--- src/rtl/alu_pkg.sv ---
// Shared types for the ALU command issuer: opcodes, FSM states and the queued command.
package alu_pkg;

  typedef enum logic [3:0] {
    ALU_ADD  = 4'd0,
    ALU_SUB  = 4'd1,
    ALU_MUL  = 4'd2,
    ALU_DIV  = 4'd3,
    ALU_SHL  = 4'd4,
    ALU_SHR  = 4'd5,
    ALU_ROL  = 4'd6,
    ALU_ROR  = 4'd7,
    ALU_AND  = 4'd8,
    ALU_OR   = 4'd9,
    ALU_XOR  = 4'd10,
    ALU_ADDA = 4'd11,
    ALU_MULA = 4'd12,
    ALU_MAC  = 4'd13,
    ALU_GTH  = 4'd14,
    ALU_LTH  = 4'd15
  } alu_op_e;

  localparam alu_op_e OP_DIV = ALU_DIV;

  typedef enum logic [1:0] {
    S_IDLE  = 2'd0,
    S_ISSUE = 2'd1,
    S_WAIT  = 2'd2,
    S_RESP  = 2'd3
  } issuer_state_e;

  typedef struct packed {
    alu_op_e    sel;
    logic [7:0] a;
    logic [7:0] b;
  } alu_cmd_t;

  // A divide by zero never reaches the ALU; the issuer answers it directly.
  function automatic logic is_div_zero(alu_cmd_t cmd);
    return (cmd.sel == OP_DIV) && (cmd.b == 8'h00);
  endfunction

endpackage

--- src/rtl/alu_issuer_if.sv ---
// Command and response handshake bundle between a host and the ALU issuer.
interface alu_issuer_if #(
  parameter int TAG_W = 4
) ();
  logic             cmd_valid;
  logic             cmd_ready;
  logic [3:0]       cmd_sel;
  logic [7:0]       cmd_a;
  logic [7:0]       cmd_b;
  logic [TAG_W-1:0] cmd_tag;

  logic             rsp_valid;
  logic             rsp_ready;
  logic [7:0]       rsp_data;
  logic             rsp_err;
  logic [TAG_W-1:0] rsp_tag;

  modport master (
    output cmd_valid, cmd_sel, cmd_a, cmd_b, cmd_tag, rsp_ready,
    input  cmd_ready, rsp_valid, rsp_data, rsp_err, rsp_tag
  );

  modport slave (
    input  cmd_valid, cmd_sel, cmd_a, cmd_b, cmd_tag, rsp_ready,
    output cmd_ready, rsp_valid, rsp_data, rsp_err, rsp_tag
  );
endinterface

--- src/rtl/alu_cmd_fifo.sv ---
// Synchronous command FIFO; pushes are refused when full even if a pop shares the edge.
module alu_cmd_fifo #(
  parameter int DEPTH = 4,
  parameter int W     = 24
) (
  input  logic                     clk,
  input  logic                     rst_n,
  input  logic                     push,
  input  logic [W-1:0]             wdata,
  input  logic                     pop,
  output logic [W-1:0]             rdata,
  output logic                     full,
  output logic                     empty,
  output logic [$clog2(DEPTH):0]   count
);
  localparam int AW = $clog2(DEPTH);

  logic [W-1:0]  mem [DEPTH];
  logic [AW-1:0] wr_ptr;
  logic [AW-1:0] rd_ptr;
  logic          do_push;
  logic          do_pop;

  assign full    = (count == (AW+1)'(DEPTH));
  assign empty   = (count == '0);
  assign do_push = push && !full;
  assign do_pop  = pop && !empty;
  assign rdata   = mem[rd_ptr];

  always_ff @(posedge clk) begin
    if (!rst_n) begin
      wr_ptr <= '0;
      rd_ptr <= '0;
      count  <= '0;
    end else begin
      if (do_push) wr_ptr <= wr_ptr + AW'(1);
      if (do_pop)  rd_ptr <= rd_ptr + AW'(1);
      case ({do_push, do_pop})
        2'b10:   count <= count + (AW+1)'(1);
        2'b01:   count <= count - (AW+1)'(1);
        default: count <= count;
      endcase
    end
  end

  always_ff @(posedge clk) begin
    if (do_push) mem[wr_ptr] <= wdata;
  end

endmodule

--- src/rtl/alu_issuer.sv ---
// Front end for the registered ALU: queues commands, issues one at a time,
// waits out the ALU latency and returns results in order.
//
// state | meaning
// IDLE  | waiting for a queued command; pops the head when one exists
// ISSUE | operands on the ALU ports; ALU samples them at the exit edge
// WAIT  | counting down the ALU latency before capturing alu_out
// RESP  | response presented; held until rsp_ready
module alu_issuer
  import alu_pkg::*;
#(
  parameter int DEPTH   = 4,
  parameter int TAG_W   = 4,
  parameter int ALU_LAT = 1
) (
  input  logic        clk,
  input  logic        rst_n,
  alu_issuer_if.slave bus,
  output logic [7:0]  alu_a,
  output logic [7:0]  alu_b,
  output logic [3:0]  alu_sel,
  input  logic [7:0]  alu_out,
  output logic        busy,
  output logic [15:0] op_count
);
  localparam int CW    = $bits(alu_cmd_t) + TAG_W;
  localparam int CNT_W = $clog2(ALU_LAT + 1);

  issuer_state_e         state_q, state_d;
  logic [CW-1:0]         fifo_wdata, fifo_rdata;
  logic                  fifo_full, fifo_empty;
  logic [$clog2(DEPTH):0] fifo_count;
  alu_cmd_t              head_cmd;
  logic [TAG_W-1:0]      head_tag;
  logic [CNT_W-1:0]      wait_cnt;
  logic [7:0]            rsp_data;
  logic                  rsp_err;
  logic [TAG_W-1:0]      rsp_tag;
  logic                  pop, load_alu, load_dz, load_wait, capture, done;

  assign fifo_wdata           = {bus.cmd_sel, bus.cmd_a, bus.cmd_b, bus.cmd_tag};
  assign {head_cmd, head_tag} = fifo_rdata;

  alu_cmd_fifo #(.DEPTH(DEPTH), .W(CW)) u_fifo (
    .clk   (clk),
    .rst_n (rst_n),
    .push  (bus.cmd_valid),
    .wdata (fifo_wdata),
    .pop   (pop),
    .rdata (fifo_rdata),
    .full  (fifo_full),
    .empty (fifo_empty),
    .count (fifo_count)
  );

  assign bus.cmd_ready = !fifo_full;
  assign bus.rsp_valid = (state_q == S_RESP);
  assign bus.rsp_data  = rsp_data;
  assign bus.rsp_err   = rsp_err;
  assign bus.rsp_tag   = rsp_tag;
  assign busy          = (state_q != S_IDLE) || (fifo_count != '0);

  always_ff @(posedge clk) begin
    if (!rst_n) state_q <= S_IDLE;
    else        state_q <= state_d;
  end

  always_comb begin
    state_d   = state_q;
    pop       = 1'b0;
    load_alu  = 1'b0;
    load_dz   = 1'b0;
    load_wait = 1'b0;
    capture   = 1'b0;
    done      = 1'b0;
    unique case (state_q)
      S_IDLE: begin
        if (!fifo_empty) begin
          pop = 1'b1;
          if (is_div_zero(head_cmd)) begin
            load_dz = 1'b1;
            state_d = S_RESP;
          end else begin
            load_alu = 1'b1;
            state_d  = S_ISSUE;
          end
        end
      end
      S_ISSUE: begin
        load_wait = 1'b1;
        state_d   = S_WAIT;
      end
      S_WAIT: begin
        if (wait_cnt == CNT_W'(1)) begin
          capture = 1'b1;
          state_d = S_RESP;
        end
      end
      S_RESP: begin
        if (bus.rsp_ready) begin
          done    = 1'b1;
          state_d = S_IDLE;
        end
      end
      default: state_d = S_IDLE;
    endcase
  end

  always_ff @(posedge clk) begin
    if (!rst_n) begin
      alu_a    <= 8'h00;
      alu_b    <= 8'h00;
      alu_sel  <= 4'h0;
      wait_cnt <= '0;
      rsp_data <= 8'h00;
      rsp_err  <= 1'b0;
      rsp_tag  <= '0;
      op_count <= 16'h0000;
    end else begin
      if (load_alu) begin
        alu_a   <= head_cmd.a;
        alu_b   <= head_cmd.b;
        alu_sel <= head_cmd.sel;
      end
      // The tag only becomes visible in RESP, so latching it at pop is safe.
      if (pop) rsp_tag <= head_tag;
      if (load_dz) begin
        rsp_data <= 8'hFF;
        rsp_err  <= 1'b1;
      end
      if (load_wait)               wait_cnt <= CNT_W'(ALU_LAT);
      else if (state_q == S_WAIT)  wait_cnt <= wait_cnt - CNT_W'(1);
      if (capture) begin
        rsp_data <= alu_out;
        rsp_err  <= 1'b0;
      end
      if (done) op_count <= op_count + 16'd1;
    end
  end

endmodule

--- src/flat_wrapper.sv ---
// flat-port wrapper written by rule: the top's interface ports become plain ports
module alu_issuer_flat import alu_pkg::*;
#(
  parameter int DEPTH   = 4,
  parameter int TAG_W   = 4,
  parameter int ALU_LAT = 1
)
  (clk, rst_n, alu_a, alu_b, alu_sel, alu_out, busy, op_count, bus_cmd_valid, bus_cmd_sel, bus_cmd_a, bus_cmd_b, bus_cmd_tag, bus_rsp_ready, bus_cmd_ready, bus_rsp_valid, bus_rsp_data, bus_rsp_err, bus_rsp_tag);
  alu_issuer_if #(.TAG_W(TAG_W)) bus_i ();
  input  logic clk;
  input  logic rst_n;
  output logic [7:0] alu_a;
  output logic [7:0] alu_b;
  output logic [3:0] alu_sel;
  input  logic [7:0] alu_out;
  output logic busy;
  output logic [15:0] op_count;
  input wire logic [$bits(bus_i.cmd_valid)-1:0] bus_cmd_valid;
  input wire logic [$bits(bus_i.cmd_sel)-1:0] bus_cmd_sel;
  input wire logic [$bits(bus_i.cmd_a)-1:0] bus_cmd_a;
  input wire logic [$bits(bus_i.cmd_b)-1:0] bus_cmd_b;
  input wire logic [$bits(bus_i.cmd_tag)-1:0] bus_cmd_tag;
  input wire logic [$bits(bus_i.rsp_ready)-1:0] bus_rsp_ready;
  output wire logic [$bits(bus_i.cmd_ready)-1:0] bus_cmd_ready;
  output wire logic [$bits(bus_i.rsp_valid)-1:0] bus_rsp_valid;
  output wire logic [$bits(bus_i.rsp_data)-1:0] bus_rsp_data;
  output wire logic [$bits(bus_i.rsp_err)-1:0] bus_rsp_err;
  output wire logic [$bits(bus_i.rsp_tag)-1:0] bus_rsp_tag;
  assign bus_i.cmd_valid = bus_cmd_valid;
  assign bus_i.cmd_sel = bus_cmd_sel;
  assign bus_i.cmd_a = bus_cmd_a;
  assign bus_i.cmd_b = bus_cmd_b;
  assign bus_i.cmd_tag = bus_cmd_tag;
  assign bus_i.rsp_ready = bus_rsp_ready;
  assign bus_cmd_ready = bus_i.cmd_ready;
  assign bus_rsp_valid = bus_i.rsp_valid;
  assign bus_rsp_data = bus_i.rsp_data;
  assign bus_rsp_err = bus_i.rsp_err;
  assign bus_rsp_tag = bus_i.rsp_tag;
  alu_issuer #(.DEPTH(DEPTH), .TAG_W(TAG_W), .ALU_LAT(ALU_LAT)) u_core (.clk(clk), .rst_n(rst_n), .bus(bus_i), .alu_a(alu_a), .alu_b(alu_b), .alu_sel(alu_sel), .alu_out(alu_out), .busy(busy), .op_count(op_count));
endmodule
--- config.mk ---
export PLATFORM = sky130hd
export DESIGN_NAME = alu_issuer_flat
export DESIGN_NICKNAME = d
export VERILOG_FILES = /design/src/rtl/alu_pkg.sv /design/src/rtl/alu_issuer_if.sv /design/src/rtl/alu_cmd_fifo.sv /design/src/rtl/alu_issuer.sv /design/src/flat_wrapper.sv
export SDC_FILE = /design/constraint.sdc
export NUM_CORES = 1
export LEC_CHECK = 0
export CAP_MARGIN = 20
export CORE_MARGIN = 2
export CORE_UTILIZATION = 49
export DETAILED_ROUTE_END_ITERATION = 16
export PLACE_DENSITY_LB_ADDON = 0.05
export SETUP_SLACK_MARGIN = 0.02
export SLEW_MARGIN = 25
export SYNTH_ARGS = -nofsm -noshare
export SYNTH_HDL_FRONTEND = slang
export SYNTH_SLANG_ARGS = --single-unit
--- constraint.sdc ---
create_clock -name clk -period 2.44 [get_ports clk]
set_input_delay 0.732 -clock clk [delete_from_list [all_inputs] [get_ports clk]]
set_output_delay 0.732 -clock clk [all_outputs]
set_load 0.1 [all_outputs]
# --- Yosys cells after proc, flatten, opt, wreduce, memory -nomap -nowiden ---
# Memory sizes are Yosys's and may differ from the RTL's. A register that Yosys moved wholly into a read port is not among the register bits.
# Cells that the tools add are included.
word_totals:
  register_bits: 59
  inputBits: 36
  ram_bits: 96
  word_cells: 73
  out_inout_bits: 52
  mem_count: 1
memory_table:
  columns: ["memory", "depth", "word_bits", "read_ports", "rd_ports_with_merged_regs", "write_ports", "line", "source"]
  rows:
  - ["u_core.u_fifo.mem", 4, 24, 1, 1, 1, "alu_cmd_fifo.sv:18", "logic [W-1:0] mem [DEPTH];"]
classes:
  addsub: 6
  mux: 27
  eq_ne: 10
  bitwise_logic: 1
  reduce_logical: 16
op_table:
  columns: ["cell", "n"]
  rows:
  - ["$mux W1", 17]
  - ["$add A16 B1 Y16 const B", 1]
  - ["$mux W8", 2]
  - ["$mux W2", 6]
  - ["$logic_not A8 Y1", 1]
  - ["$pmux W2 S4", 1]
  - ["$reduce_bool A2 Y1", 4]
  - ["$eq A2 B2 Y1 const B", 3]
  - ["$pmux W3 S2", 1]
  - ["$add A2 B1 Y2 const B", 2]
  - ["$eq A2 B1 Y1 const B", 2]
  - ["$eq A4 B2 Y1 const B", 1]
  - ["$ne A2 B2 Y1 const B", 2]
  - ["$add A3 B1 Y3 const B", 1]
  - ["$eq A3 B3 Y1 const B", 1]
  - ["$logic_and A1 B1 Y1", 3]
  - ["$logic_not A3 Y1", 1]
  - ["$reduce_and A3 Y1", 1]
  - ["$reduce_bool A3 Y1", 1]
  - ["$sub A3 B1 Y3 const B", 1]
  - ["$logic_not A1 Y1", 2]
  - ["$logic_not A2 Y1", 1]
  - ["$ne A2 B1 Y1 const B", 1]
  - ["$reduce_or A2 Y1", 1]
  - ["3 further kinds", 3]

# --- Logic depth before layout (Yosys ltp) ---
depth:
  depth_word: 7
  depth_mapped: 11

# --- Modules after synthesis ---
# A second synthesis with hierarchy kept.
hier_totals:
  hier_cells: 422
  area_unflattened_um2: 6183.4
by_module_without_submodules:
  columns: ["mod", "n_inst", "cells_each", "seq_area_each_um2", "area_each_um2"]
  rows:
  - ["alu_cmd_fifo", 1, 180, 3062.9, 3983.8]
  - ["alu_issuer", 1, 242, 1041.0, 2199.6]

# --- Worst setup path after synthesis ---
# No wires, ideal clock.
synth_path:
  path_type: "register to register"
  start: "register u_core.u_fifo.count[0]"
  end: "register u_core.u_fifo.count[2]"
  path_stages_with_launch: 11
  period_less_slack_ps: 3066
  path_slack_ps: -626
  setup_time_ps: 76
  required_time_ps: 2364
  arrival_time_ps: 2990
  cell_sequence: "dfxtp_1 -> inv_1 -> nand3_1 -> and2_1 -> inv_1 -> ha_1 -> inv_1 -> fa_1 -> xor2_1 -> or3_1 -> a21boi_0"
synth_lines:
  columns: ["element", "line", "source"]
  rows:
  - ["from (decl)", "alu_cmd_fifo.sv:14", "output logic [$clog2(DEPTH):0] count"]
  - ["from (signal assigned)", "alu_cmd_fifo.sv:39", "2'b10: count <= count + (AW+1)'(1);"]
  - ["from (signal assigned)", "alu_cmd_fifo.sv:40", "2'b01: count <= count - (AW+1)'(1);"]
  - ["from (signal assigned)", "alu_cmd_fifo.sv:41", "default: count <= count;"]
  - ["$eq A3 B3 Y1 (*)", "alu_cmd_fifo.sv:24", "assign full = (count == (AW+1)'(DEPTH));"]
  - ["$logic_not A1 Y1 (*)", null, null]
  - ["named net bus_cmd_ready", "flat_wrapper.sv:24", "output wire logic [$bits(bus_i.cmd_ready)-1:0] bus_cmd_ready;"]
  - ["$logic_and A1 B1 Y1 (*)", "alu_cmd_fifo.sv:26", "assign do_push = push && !full;"]
  - ["$eq A2 B1 Y1 / $eq A2 B2 Y1 (equally long branches)", "alu_cmd_fifo.sv:38", "case ({do_push, do_pop})"]
  - ["$pmux W3 S2 / $reduce_bool A2 Y1 (equally long branches)", null, null]
# Mark *: on every way through the listed nets, which the timed path passes. The rest lies on a longest branch.
# A chain may end at the register's enable or synchronous reset.

==> flow_summary.ini <==
[run_status]
run_status = finished clean

[timing]
final-hold-violation-count = 0
final.period_utilization_pct = 99.9
finalSetupViolations = 0
rsz0062_at_grt = true
maxSlewViolCount = 0
final.setup.tns_ns = 0
finalCriticalPeriod_ns = 2.44
finClkSkew_ns = 0.0104
tightestPinTransition_ns = 0.635
max_slew_margin_pct = 57.7
maxClockFrequency_ghz = 0.410

[critical_path]
crit_path_max_fanout = 9
critPathBufInv = 2
crit_slowest_cell = mux4_2
highest_cell_delay_on_the_worst_timing_path_ns = 0.51
setup.worst_path.end_class = flip-flop
crit_path_cell_trace = buf_6 -> mux4_2 -> or4_4 -> nor4_4 -> nand2b_4 -> buf_12 -> mux2i_1
timing.setup.critical_path_class = reg2reg
path_delay_family = simple AND/OR/NAND/NOR gates
worstPathRequired_ns = 2.78
worst_ep_arrival_time_ns = 2.77
startpoint_type = flip-flop

[detailed_routing]
antenna_violation_net_count_after_detailed_routing = 0
met2WireLength_um = 6080
routed_via_density = 5.19
route.met3.wl_um = 491
dr_iter_0_viols = 160
num_vias = 3677
routed_wire_length_per_instance_um = 17.1
route.top_layer_used = met4
route.layer.met1.wl_um = 5430
route.detailed.drc = 0
drt_pre_antenna_iters = 4
route.final.wire_length_um = 12100

[yosys]
synth-async-reset-ratio_pct = 0
synth_largest_area_cell = edfxtp_1
mappedNetlistArea_um2 = 6110
yosysWarnings = 0
sequential_cell_area_fraction_in_the_yosys_report_pct = 67.1
synth_enable_flop_cells = 96
syn-instance-count = 410
postSynthRegisterBits = 157
post_synth_top_cells = edfxtp_1, dfxtp_1, nand2_1
synth_area_leaders = edfxtp_1, dfxtp_1, mux4_2, nand2_1, and2_1
synth.top_cell.area_share_pct = 47.1
yosys.cell_count.top_type = edfxtp_1
synth.distinct_cells = 38
most_frequently_used_flop_master_after_synthesis = edfxtp_1
postSynthAreaPerCell_um2 = 14.9
synth_nets = 458

[power_and_ir_drop]
pwr_density_cell_nw_per_um2 = 1270
power.static_leakage_nw = 2.96
design_power_total_mw = 10.1
peakVddDrop_mv = 1.12

[die]
boundaryPins = 88
die-height_um = 116
die_x_um = 116
std_cell_rows = 40
floorplan.initialDensity_pct = 50.5
floorplan.die_area_um2 = 13400
core-area_um2 = 12100

[placed_design]
io_buffers = 87
globalplace.congestion = 0.799
dp_hpwl_um = 7790

[cells_and_area]
n_fill_cell = 904
drive_gt1_share_pct = 27.9
antenna_cells = 0
finalNetCount = 576
area_growth_syn_to_layout_pct = 30.3

[clocking]
cts_buffers = 17
cts.path.max_buffers = 2
ctsHtreeMaxLevel = 4
clockRootBuffer = clkbuf_16
cts-hold-fix-buffers = 0
insertion_delay_ns = 0.41
tritoncts = yes
cts_sinks = 157
clk_slew_on_worst_s_h_paths_ns = 0.06

[global_route]
grt_pass1_wl_um = 19200
groute.usage.overall_pct = 19.4
grt_antenna_before_repair = 0
number_of_global_route_vias_before_repair = 3670
grt_max_degree = 38
grt_overflow_total = 0

[hold_path]
path_type_of_the_worst_min_delay_path = reg2reg

[job]
timing.max_cap.violations = 0
layer usage:
metal	global-route usage [%]	vias to the layer above
met3	4.50	9
met2	32.4	85
li1	-	1752
met5	0	-
met4	7.62	0
met1	24.6	1831
registers in the layout, summed over array words and instances, names as in the netlist, named ones only:
name,cells
u_core.state_q,2
u_core.u_fifo.rd_ptr,2
u_core.op_count,16
u_core.wait_cnt,1
u_core.bus.rsp_data,8
u_core.bus.rsp_tag,4
u_core.alu_sel,4
u_core.alu_b,8
u_core.u_fifo.count,3
u_core.alu_a,8
u_core.u_fifo.mem,96
u_core.bus.rsp_err,1
u_core.u_fifo.wr_ptr,2
area by class of cell:
class,count,area (um2),area share [%]
clock buffers,22,454,5.70
inverters,14,52.6,0.659
repair buffers,116,1070,13.5
clock inverters,10,161,2.03
multi-input cells,222,1910,23.9
well taps,168,210,2.64
flip-flops and latches,157,4110,51.6
tightest hold or removal path: cells and delay by family (launching register included):
family | cells | cell delay [ns]
and+or+nand+nor | 1 | 0.05
DFF | 1 | 0.30
muxes | 1 | 0.05
final timing paths:
kind | startpoint | endpoint | slack [ns] | cells after the start
worst max register to register | flip-flop | u_core.alu_a[7] | 0.003 | 7
worst max-delay path | flip-flop | u_core.alu_a[7] | 0.003 | 7
worst min-delay path | u_core.alu_a[4] | u_core.alu_a[4] | 0.46 | 2
worst min register to register | u_core.alu_a[4] | u_core.alu_a[4] | 0.46 | 2
metrics by stage:
stage / cells / hold WS [ns] / utilization, % / instance area, um2 / setup slack [ns]
after floorplan: 410 / 0.458 / - / 6130 / -0.0655
after global placement: 675 / 0.446 / 60.1 / 7280 / -0.188
after detailed placement: 675 / 0.452 / 60.1 / 7280 / -0.317
after CTS: 710 / 0.460 / 65.8 / 7970 / -0.0242
after global routing: 709 / 0.488 / 65.8 / 7970 / -0.144
final: 709 / 0.455 / 65.8 / 7970 / 0.00280
cells by family after synthesis:
| group | share of synthesized area (%) |
|---|---|
| flops | 67.1 |
| buf+inv | 2.52 |
| fa+ha+maj | 2.58 |
| simple gates | 9.17 |
| mux | 10.4 |
| xor+xnor | 2.72 |
| compound gates | 5.53 |
where the power goes:
part	switching, mW	internal, mW
clock	0.990	1.74
combinational	2.59	1.24
sequential	0.239	3.29
cell usage in the layout, fill, tap and decap left out, types with 10 or more instances in the layout:
master,count
clkbuf_16,17
clkdlybuf4s50_1,34
and2_1,22
nand2_1,40
dfxtp_1,59
buf_4,70
xnor2_1,12
a32o_1,10
mux4_2,24
edfxtp_1,96
ha_1,10
inv_1,13
nor2_1,13
o21ai_0,14
what timing repair did:
action / CTS / global route
pin swaps: 0 / 1
setup endpoints to repair: 28 / 31
gates cloned: 1 / 0
gates resized for setup: 12 / 3
buffers inserted: 2 / 1
Power figures use the tool's default switching activity.
